[src/rtl/gpu_instruction_dispatch_if.sv]
// Dispatch bus: FIFO head/pop, engine start/done/abort, buffer swap handshake and status.
interface gpu_instruction_dispatch_if #(
  parameter int INSTR_W = 79
);
  logic               fifo_empty_i;
  logic [INSTR_W-1:0] instr_i;
  logic               pop_o;
  logic [INSTR_W-1:0] instr_o;
  logic [2:0]         start_o;
  logic [2:0]         done_i;
  logic               abort_o;
  logic               swap_req_o;
  logic               swap_ack_i;
  logic               halt_i;
  logic               clear_err_i;
  logic               busy_o;
  logic               illegal_op_o;
  logic               timeout_err_o;
  logic [15:0]        instr_count_o;

  modport master (
    input  fifo_empty_i, instr_i, done_i, swap_ack_i, halt_i, clear_err_i,
    output pop_o, instr_o, start_o, abort_o, swap_req_o, busy_o,
           illegal_op_o, timeout_err_o, instr_count_o
  );

  modport slave (
    output fifo_empty_i, instr_i, done_i, swap_ack_i, halt_i, clear_err_i,
    input  pop_o, instr_o, start_o, abort_o, swap_req_o, busy_o,
           illegal_op_o, timeout_err_o, instr_count_o
  );
endinterface

[src/rtl/gpu_instruction_dispatch.sv]
// Fetches one instruction at a time, starts exactly one draw engine (or a buffer swap)
// and waits for it to finish or time out before fetching the next.
module gpu_instruction_dispatch #(
  parameter int INSTR_W        = 79,
  parameter int TIMEOUT_CYCLES = 65536
) (
  input logic                        clk,
  input logic                        n_rst,
  gpu_instruction_dispatch_if.master bus
);
  localparam int               CNT_W    = $clog2(TIMEOUT_CYCLES) + 1;
  localparam logic [CNT_W-1:0] CNT_LAST = CNT_W'(TIMEOUT_CYCLES - 1);

  typedef enum logic [2:0] {
    S_IDLE, S_FETCH, S_DECODE, S_START, S_WAIT, S_SWAP
  } state_t;

  state_t             r_state;
  logic [INSTR_W-1:0] r_instr;
  logic [2:0]         r_sel;
  logic [2:0]         r_start;
  logic               r_pop;
  logic               r_abort;
  logic               r_swap_req;
  logic               r_busy;
  logic               r_illegal;
  logic               r_timeout;
  logic [15:0]        r_count;
  logic [CNT_W-1:0]   r_cnt;

  logic [3:0]         w_opcode;
  logic [2:0]         w_sel;
  logic               w_done;

  assign w_opcode = r_instr[3:0];
  assign w_done   = |(bus.done_i & r_sel);

  always_comb begin
    w_sel = 3'b000;
    case (w_opcode)
      4'd1:    w_sel = 3'b001;
      4'd2:    w_sel = 3'b010;
      4'd3:    w_sel = 3'b100;
      default: w_sel = 3'b000;
    endcase
  end

  always_ff @(posedge clk or negedge n_rst) begin
    if (!n_rst) begin
      r_state    <= S_IDLE;
      r_instr    <= '0;
      r_sel      <= 3'b000;
      r_start    <= 3'b000;
      r_pop      <= 1'b0;
      r_abort    <= 1'b0;
      r_swap_req <= 1'b0;
      r_busy     <= 1'b0;
      r_illegal  <= 1'b0;
      r_timeout  <= 1'b0;
      r_count    <= '0;
      r_cnt      <= '0;
    end else begin
      r_pop   <= 1'b0;
      r_start <= 3'b000;
      r_abort <= 1'b0;
      // Clear first so a set later in this edge overrides it.
      if (bus.clear_err_i) begin
        r_illegal <= 1'b0;
        r_timeout <= 1'b0;
      end
      case (r_state)
        S_IDLE: begin
          if (!bus.fifo_empty_i && !bus.halt_i) begin
            r_state <= S_FETCH;
            r_pop   <= 1'b1;
            r_busy  <= 1'b1;
          end
        end
        S_FETCH: begin
          r_instr <= bus.instr_i;
          r_state <= S_DECODE;
        end
        S_DECODE: begin
          case (w_opcode)
            4'd0: begin
              r_state <= S_IDLE;
              r_busy  <= 1'b0;
              r_count <= r_count + 16'd1;
            end
            4'd1, 4'd2, 4'd3: begin
              r_state <= S_START;
              r_sel   <= w_sel;
              r_start <= w_sel;
            end
            4'd4: begin
              r_state    <= S_SWAP;
              r_swap_req <= 1'b1;
            end
            default: begin
              r_state   <= S_IDLE;
              r_busy    <= 1'b0;
              r_illegal <= 1'b1;
            end
          endcase
        end
        S_START: begin
          r_cnt   <= '0;
          r_state <= S_WAIT;
        end
        S_WAIT: begin
          // A done arriving on the last allowed cycle beats the timeout.
          if (w_done) begin
            r_state <= S_IDLE;
            r_busy  <= 1'b0;
            r_count <= r_count + 16'd1;
          end else if (r_cnt == CNT_LAST) begin
            r_state   <= S_IDLE;
            r_busy    <= 1'b0;
            r_abort   <= 1'b1;
            r_timeout <= 1'b1;
          end else begin
            r_cnt <= r_cnt + CNT_W'(1);
          end
        end
        S_SWAP: begin
          if (bus.swap_ack_i) begin
            r_state    <= S_IDLE;
            r_busy     <= 1'b0;
            r_swap_req <= 1'b0;
            r_count    <= r_count + 16'd1;
          end
        end
        default: begin
          r_state <= S_IDLE;
          r_busy  <= 1'b0;
        end
      endcase
    end
  end

  assign bus.pop_o         = r_pop;
  assign bus.instr_o       = r_instr;
  assign bus.start_o       = r_start;
  assign bus.abort_o       = r_abort;
  assign bus.swap_req_o    = r_swap_req;
  assign bus.busy_o        = r_busy;
  assign bus.illegal_op_o  = r_illegal;
  assign bus.timeout_err_o = r_timeout;
  assign bus.instr_count_o = r_count;
endmodule

[src/flat_wrapper.sv]
// flat-port wrapper written by rule: the top's interface ports become plain ports
module gpu_instruction_dispatch_flat 
#(
  parameter int INSTR_W        = 79,
  parameter int TIMEOUT_CYCLES = 65536
)
  (clk, n_rst, bus_fifo_empty_i, bus_instr_i, bus_done_i, bus_swap_ack_i, bus_halt_i, bus_clear_err_i, bus_pop_o, bus_instr_o, bus_start_o, bus_abort_o, bus_swap_req_o, bus_busy_o, bus_illegal_op_o, bus_timeout_err_o, bus_instr_count_o);
  gpu_instruction_dispatch_if #(.INSTR_W(INSTR_W)) bus_i ();
  input logic clk;
  input logic n_rst;
  input wire logic [$bits(bus_i.fifo_empty_i)-1:0] bus_fifo_empty_i;
  input wire logic [$bits(bus_i.instr_i)-1:0] bus_instr_i;
  input wire logic [$bits(bus_i.done_i)-1:0] bus_done_i;
  input wire logic [$bits(bus_i.swap_ack_i)-1:0] bus_swap_ack_i;
  input wire logic [$bits(bus_i.halt_i)-1:0] bus_halt_i;
  input wire logic [$bits(bus_i.clear_err_i)-1:0] bus_clear_err_i;
  output wire logic [$bits(bus_i.pop_o)-1:0] bus_pop_o;
  output wire logic [$bits(bus_i.instr_o)-1:0] bus_instr_o;
  output wire logic [$bits(bus_i.start_o)-1:0] bus_start_o;
  output wire logic [$bits(bus_i.abort_o)-1:0] bus_abort_o;
  output wire logic [$bits(bus_i.swap_req_o)-1:0] bus_swap_req_o;
  output wire logic [$bits(bus_i.busy_o)-1:0] bus_busy_o;
  output wire logic [$bits(bus_i.illegal_op_o)-1:0] bus_illegal_op_o;
  output wire logic [$bits(bus_i.timeout_err_o)-1:0] bus_timeout_err_o;
  output wire logic [$bits(bus_i.instr_count_o)-1:0] bus_instr_count_o;
  assign bus_i.fifo_empty_i = bus_fifo_empty_i;
  assign bus_i.instr_i = bus_instr_i;
  assign bus_i.done_i = bus_done_i;
  assign bus_i.swap_ack_i = bus_swap_ack_i;
  assign bus_i.halt_i = bus_halt_i;
  assign bus_i.clear_err_i = bus_clear_err_i;
  assign bus_pop_o = bus_i.pop_o;
  assign bus_instr_o = bus_i.instr_o;
  assign bus_start_o = bus_i.start_o;
  assign bus_abort_o = bus_i.abort_o;
  assign bus_swap_req_o = bus_i.swap_req_o;
  assign bus_busy_o = bus_i.busy_o;
  assign bus_illegal_op_o = bus_i.illegal_op_o;
  assign bus_timeout_err_o = bus_i.timeout_err_o;
  assign bus_instr_count_o = bus_i.instr_count_o;
  gpu_instruction_dispatch #(.INSTR_W(INSTR_W), .TIMEOUT_CYCLES(TIMEOUT_CYCLES)) u_core (.clk(clk), .n_rst(n_rst), .bus(bus_i));
endmodule
[config.mk]
export PLATFORM = sky130hd
export DESIGN_NAME = gpu_instruction_dispatch_flat
export DESIGN_NICKNAME = d
export VERILOG_FILES = /design/src/rtl/gpu_instruction_dispatch_if.sv /design/src/rtl/gpu_instruction_dispatch.sv /design/src/flat_wrapper.sv
export SDC_FILE = /design/constraint.sdc
export NUM_CORES = 1
export LEC_CHECK = 0
export CAP_MARGIN = 20
export CORE_UTILIZATION = 45
export DETAILED_ROUTE_END_ITERATION = 10
export HOLD_SLACK_MARGIN = 0.1
export PLACE_DENSITY_LB_ADDON = 0.3
export SETUP_SLACK_MARGIN = 0.1
export SLEW_MARGIN = 20
export SYNTH_ARGS = -nofsm -noshare
export SYNTH_HDL_FRONTEND = slang
export SYNTH_SLANG_ARGS = --single-unit
[constraint.sdc]
create_clock -name clk -period 6.3 [get_ports clk]
set_input_delay 1.89 -clock clk [delete_from_list [all_inputs] [get_ports clk]]
set_output_delay 1.89 -clock clk [all_outputs]
set_load 0.02 [all_outputs]
## After elaboration in Yosys (flattened, before gate mapping)

Cells that the tools add are included.

- Add/subtract/negate cells: 2
- Eq/ne operators: 19
- Multiplexer cells: 36
- Bitwise gates (word level): 2
- Reduce and logical (&&, ||, !) cells: 19

Operators by type and width:

| operator | count |
|---|---|
| 16-bit 2-to-1 mux | 3 |
| 16-bit one-hot mux with 3 select lines | 1 |
| 17-bit 2-to-1 mux | 2 |
| 17-bit one-hot mux with 2 select lines | 1 |
| 1-bit 2-to-1 mux | 18 |
| 3-bit 2-to-1 mux | 6 |
| 3-bit one-hot mux with 6 select lines | 1 |
| 17-bit by 1-bit adder with 17-bit output, second input constant | 1 |
| 17-bit by 16-bit == test with 1-bit output, second input constant | 1 |
| 16-bit by 1-bit adder with 16-bit output, second input constant | 1 |
| 2-bit != test, second input constant | 5 |
| 3-bit one-hot mux with 3 select lines | 1 |
| 3-bit AND reduction | 3 |
| 4-bit by 2-bit == test with 1-bit output, second input constant | 2 |
| 3-bit by 2-bit == test with 1-bit output, second input constant | 2 |
| 3-bit == test, second input constant | 2 |
| 2-bit by 1-bit != test with 1-bit output, second input constant | 3 |
| 3-bit one-hot mux with 2 select lines | 1 |
| 3-bit OR reduction | 2 |
| 1-bit one-hot mux with 5 select lines | 1 |
| 5-bit AND reduction | 1 |
| 5-bit OR reduction | 1 |
| 4-bit by 1-bit == test with 1-bit output, second input constant | 1 |
| 4-bit by 3-bit == test with 1-bit output, second input constant | 1 |
| other kinds (15) | 17 |

- Register bits after elaboration: 127
- Input bits: 88
- Output and inout bits: 104
- Word-level logic and storage cells: 90

## Depth between registers and ports, before layout

- Word-level depth: 4
- Depth in mapped cells: 10
- Depth with buffers taken out: 9

## Least setup slack after synthesis

Ideal clock, no wire load.

- Path kind: input -> register
- Start point: input bus_done_i[0]
- End point: register u_core.r_cnt[13]
- Library setup time: 73 ps
- Arrival time: 3138 ps
- Required time: 6227 ps
- Setup slack: 3089 ps
- Cell stages on the path: 6
- Buffers on the path: 1
- Cell sequence: a222oi_1 and3_1 buf_6 nand3_2 or2_0 a21oi_2

- Cells in the longest elaborated chain, start to end: 4

RTL lines:

| element | RTL line | text |
|---|---|---|
| start, declared | flat_wrapper.sv:13 | `input wire logic [$bits(bus_i.done_i)-1:0] bus_done_i;` |
| 3-bit AND | gpu_instruction_dispatch.sv:36 | `assign w_done = \|(bus.done_i & r_sel);` |
| 3-bit OR reduction | gpu_instruction_dispatch.sv:36 |  |
| 2-bit != test (no source line) | n/a |  |
| 3-bit AND reduction (no source line) | n/a |  |
| end signal, assigned | gpu_instruction_dispatch.sv:122 | `r_cnt <= r_cnt + CNT_W'(1);` |
| end, declared | gpu_instruction_dispatch.sv:29 | `logic [CNT_W-1:0] r_cnt;` |

Every way passes these cells.
A chain may end at the register's enable or synchronous reset.

## Worst setup path after layout

Same ends and word-level chain as after synthesis.

==> impl_metrics.json <==
{
  "num-fill-cells": 794,
  "critPathCapture": "u_core.r_cnt[13]$_DFFE_PN0P_",
  "skew_ps": 6.75,
  "p_seq_frac": 0.337,
  "critPathLaunch": "bus_done_i[0]",
  "viasPerCell": 5.06,
  "pin_count": 192,
  "drtAntennaViolNets": 0,
  "initial_core_util": 0.471,
  "r2r-end": "u_core.r_cnt[13]$_DFFE_PN0P_",
  "post-route-drc-count": 0,
  "core_area_mm2": 0.0111,
  "portBuffers": 191,
  "leakagePower_nw": 3.33,
  "max_freq_mhz": 280,
  "setup_viol": 0,
  "syn_to_final_growth_pct": 49.7,
  "grt_max_degree": 82,
  "mostFrequentLayoutCells": "clkdlybuf4s50_1, dfrtp_1, mux2_2, nor2_1, nand2_1",
  "layout_commonest_cell": "clkdlybuf4s50_1",
  "critPathLaunchType": "input port",
  "path_cells": "clkdlybuf4s50_1, a222oi_1, and3_1, nand3_2, or2_0, a21oi_2",
  "synth_area_per_cell_um2": 13.6,
  "finalMaxSlewViolations": 0,
  "period_share": 0.567,
  "slowest_delay_ps": 700,
  "fp.dieH_um": 110,
  "clock_latency_ps": 410,
  "rrSetupSlack_ps": 3960,
  "root_buffer": "clkbuf_16",
  "outcome": "finished, final reports clean",
  "drv_cap": 0,
  "grt_pass1_wl_mm": 19.5,
  "postCtsResizedCells": 0,
  "multi_input_area_mm2": 0.00191,
  "insertedDiodeCount": 0,
  "endpoint_kind": "register",
  "vias": 3697,
  "synth.ff_latch_count": 127,
  "grt_pass1_vias": 3966,
  "async_flop_share": 1.00,
  "vdd_drop_max_mv": 0.331,
  "fin_tns_setup_ps": 0,
  "relSlewSlack": 0.316,
  "synth_edf_count": 0,
  "firstDrtPassIters": 7,
  "p_per_area_mw_per_mm2": 510,
  "design.die.area_mm2": 0.0120,
  "swShare": 0.330,
  "cts_num_sinks": 127,
  "syn_area_mm2": 0.00521,
  "ys_seq_area_frac": 0.610,
  "final_core_util": 0.704,
  "holdWs_ps": 478,
  "drtIter0Drc": 145,
  "hold_viol": 0,
  "syn_inst": 382,
  "worst_pin_slew_ps": 1030,
  "synthDistinctLibCells": 47,
  "hpwlAfterDp_mm": 8.71,
  "switching_power_w": 0.00131,
  "post_drt_wl_per_cell_um": 16.8,
  "rows": 38,
  "clkTransAtPathRegs_ps": 50,
  "place_congestion": 0.801,
  "cp.required_ps": 6640,
  "path_class": "in2reg",
  "postCtsSetupBuffers": 0,
  "grt_overflow_total": 0,
  "die_x_um": 110,
  "period_needed_ps": 3570,
  "worstPathMaxFanout": 7,
  "synth_flop_cell": "dfrtp_1",
  "clockBufferDepth": 2,
  "crit-reg2reg-launch": "u_core.r_cnt[3]$_DFFE_PN0P_",
  "synth_nets": 473,
  "pwr-share-clk": 0.240,
  "htree_levels": 4,
  "grt_usage": 0.222,
  "routed_wl_mm": 12.3,
  "seqCellArea_mm2": 0.00318,
  "drive_gt1_frac": 0.213,
  "hold_buffers": 0,
  "reg2reg_depth": 9,
  "hold_class": "reg2reg",
  "grt_setup_unrepaired": "false",
  "arrival_ps": 3910,
  "cts_buffers": 17,
  "pwr-share-comb": 0.423,
  "nNetsFinal": 670,
  "yosysWarnings": 0,
  "cts_tree": "yes",
  "antenna_found_initial": 0,
  "intPower_w": 0.00267,
  "slowest_stage": "a222oi_1"
}
flip-flops by register name (all words and copies together) (netlist names):
signal                    cells
u_core.bus.illegal_op_o       1
u_core.bus.pop_o              1
u_core.r_cnt                 17
u_core.bus.swap_req_o         1
u_core.bus.busy_o             1
u_core.r_state                3
u_core.r_sel                  3
u_core.bus.instr_o           79
u_core.bus.start_o            3
u_core.bus.instr_count_o     16
u_core.bus.timeout_err_o      1
u_core.bus.abort_o            1
critical path: cells and delay by family:
kind            cells  cell delay [ps]
compound gates      2              830
buf+inv             1              400
simple gates        3              790
power groups by stage:
stage,Sequential (W),Clock (W),Combinational [W]
finish,0.00134,0.000955,0.00169
detailed placement,0.00135,0,0.00170
floorplan,0.00166,0,0.000605
global placement,0.00133,0,0.00167
global route,0.00138,0.00101,0.00178
CTS,0.00134,0.000975,0.00171
cell type report:
class,instances,area share
clock inverter,6,0.0103
tap,140,0.0225
clock buffer,25,0.0648
inverter,7,0.00337
multi-input combinational,233,0.245
sequential,127,0.407
timing repair buffer,193,0.247
worst min path at each step:
stage                                             start                                       end  slack [ps]  cells past startpoint
2_1_floorplan              u_core.r_cnt[16]$_DFFE_PN0P_              u_core.r_cnt[16]$_DFFE_PN0P_         440                      2
3_3_place_gp               u_core.r_cnt[16]$_DFFE_PN0P_              u_core.r_cnt[16]$_DFFE_PN0P_         460                      2
3_5_place_dp   u_core.bus.instr_count_o[15]$_DFFE_PN0P_  u_core.bus.instr_count_o[15]$_DFFE_PN0P_         470                      1
4_1_cts        u_core.bus.instr_count_o[15]$_DFFE_PN0P_  u_core.bus.instr_count_o[15]$_DFFE_PN0P_         480                      1
5_1_grt              u_core.bus.timeout_err_o$_DFF_PN0_        u_core.bus.timeout_err_o$_DFF_PN0_         500                      1
6_report       u_core.bus.instr_count_o[15]$_DFFE_PN0P_  u_core.bus.instr_count_o[15]$_DFFE_PN0P_         480                      1
cells in the mapped netlist (all sizes together), types with 2 or more instances:
cell / instances / area share
dfrtp: 127 / 0.61
mux2: 79 / 0.17
nor2: 21 / 0.015
nand2: 19 / 0.014
xnor2: 15 / 0.025
nand3: 13 / 0.013
xor2: 13 / 0.022
buf: 12 / 0.014
nand4: 11 / 0.013
and3: 9 / 0.012
inv: 7 / 0.0050
a21oi: 5 / 0.0055
and4: 5 / 0.0086
nand2b: 5 / 0.0060
o21ai: 5 / 0.0048
and2: 4 / 0.0053
a21o: 3 / 0.0043
clkbuf: 3 / 0.0060
ha: 3 / 0.0072
nor2b: 3 / 0.0036
nor4b: 3 / 0.0062
nand3b: 2 / 0.0029
nor3: 2 / 0.0029
or2: 2 / 0.0024
cells by family after synthesis:
kind of cell               count (synthesis)  share of synthesized area
DFF                                      127                      0.610
and+or+nand+nor                          101                      0.110
muxes                                     79                      0.171
xor gates and xnor gates                  28                     0.0470
AOI/OAI and AO/OA                         22                     0.0298
buffers and inverters                     22                     0.0252
adders and majority gates                  3                    0.00720
metrics by stage:
stage / power, W / setup WS [ps] / instance area (µm²) / instances
after detailed placement: 0.00304 / 2290 / 7210 / 700
after global placement: 0.00300 / 2390 / 7210 / 700
after global routing: 0.00418 / 2600 / 7800 / 731
final: 0.00398 / 2730 / 7800 / 731
after floorplan: 0.00226 / 3090 / 5210 / 382
after CTS: 0.00402 / 2740 / 7800 / 731
layer usage:
| layer | GRT usage | wire, µm |
|---|---|---|
| met3 | 0.0800 | 763 |
| met1 | 0.248 | 4790 |
| met5 | 0 | 0 |
| met2 | 0.378 | 6450 |
| met4 | 0.102 | 262 |
No activity file was read; power rests on OpenSTA's default activity.
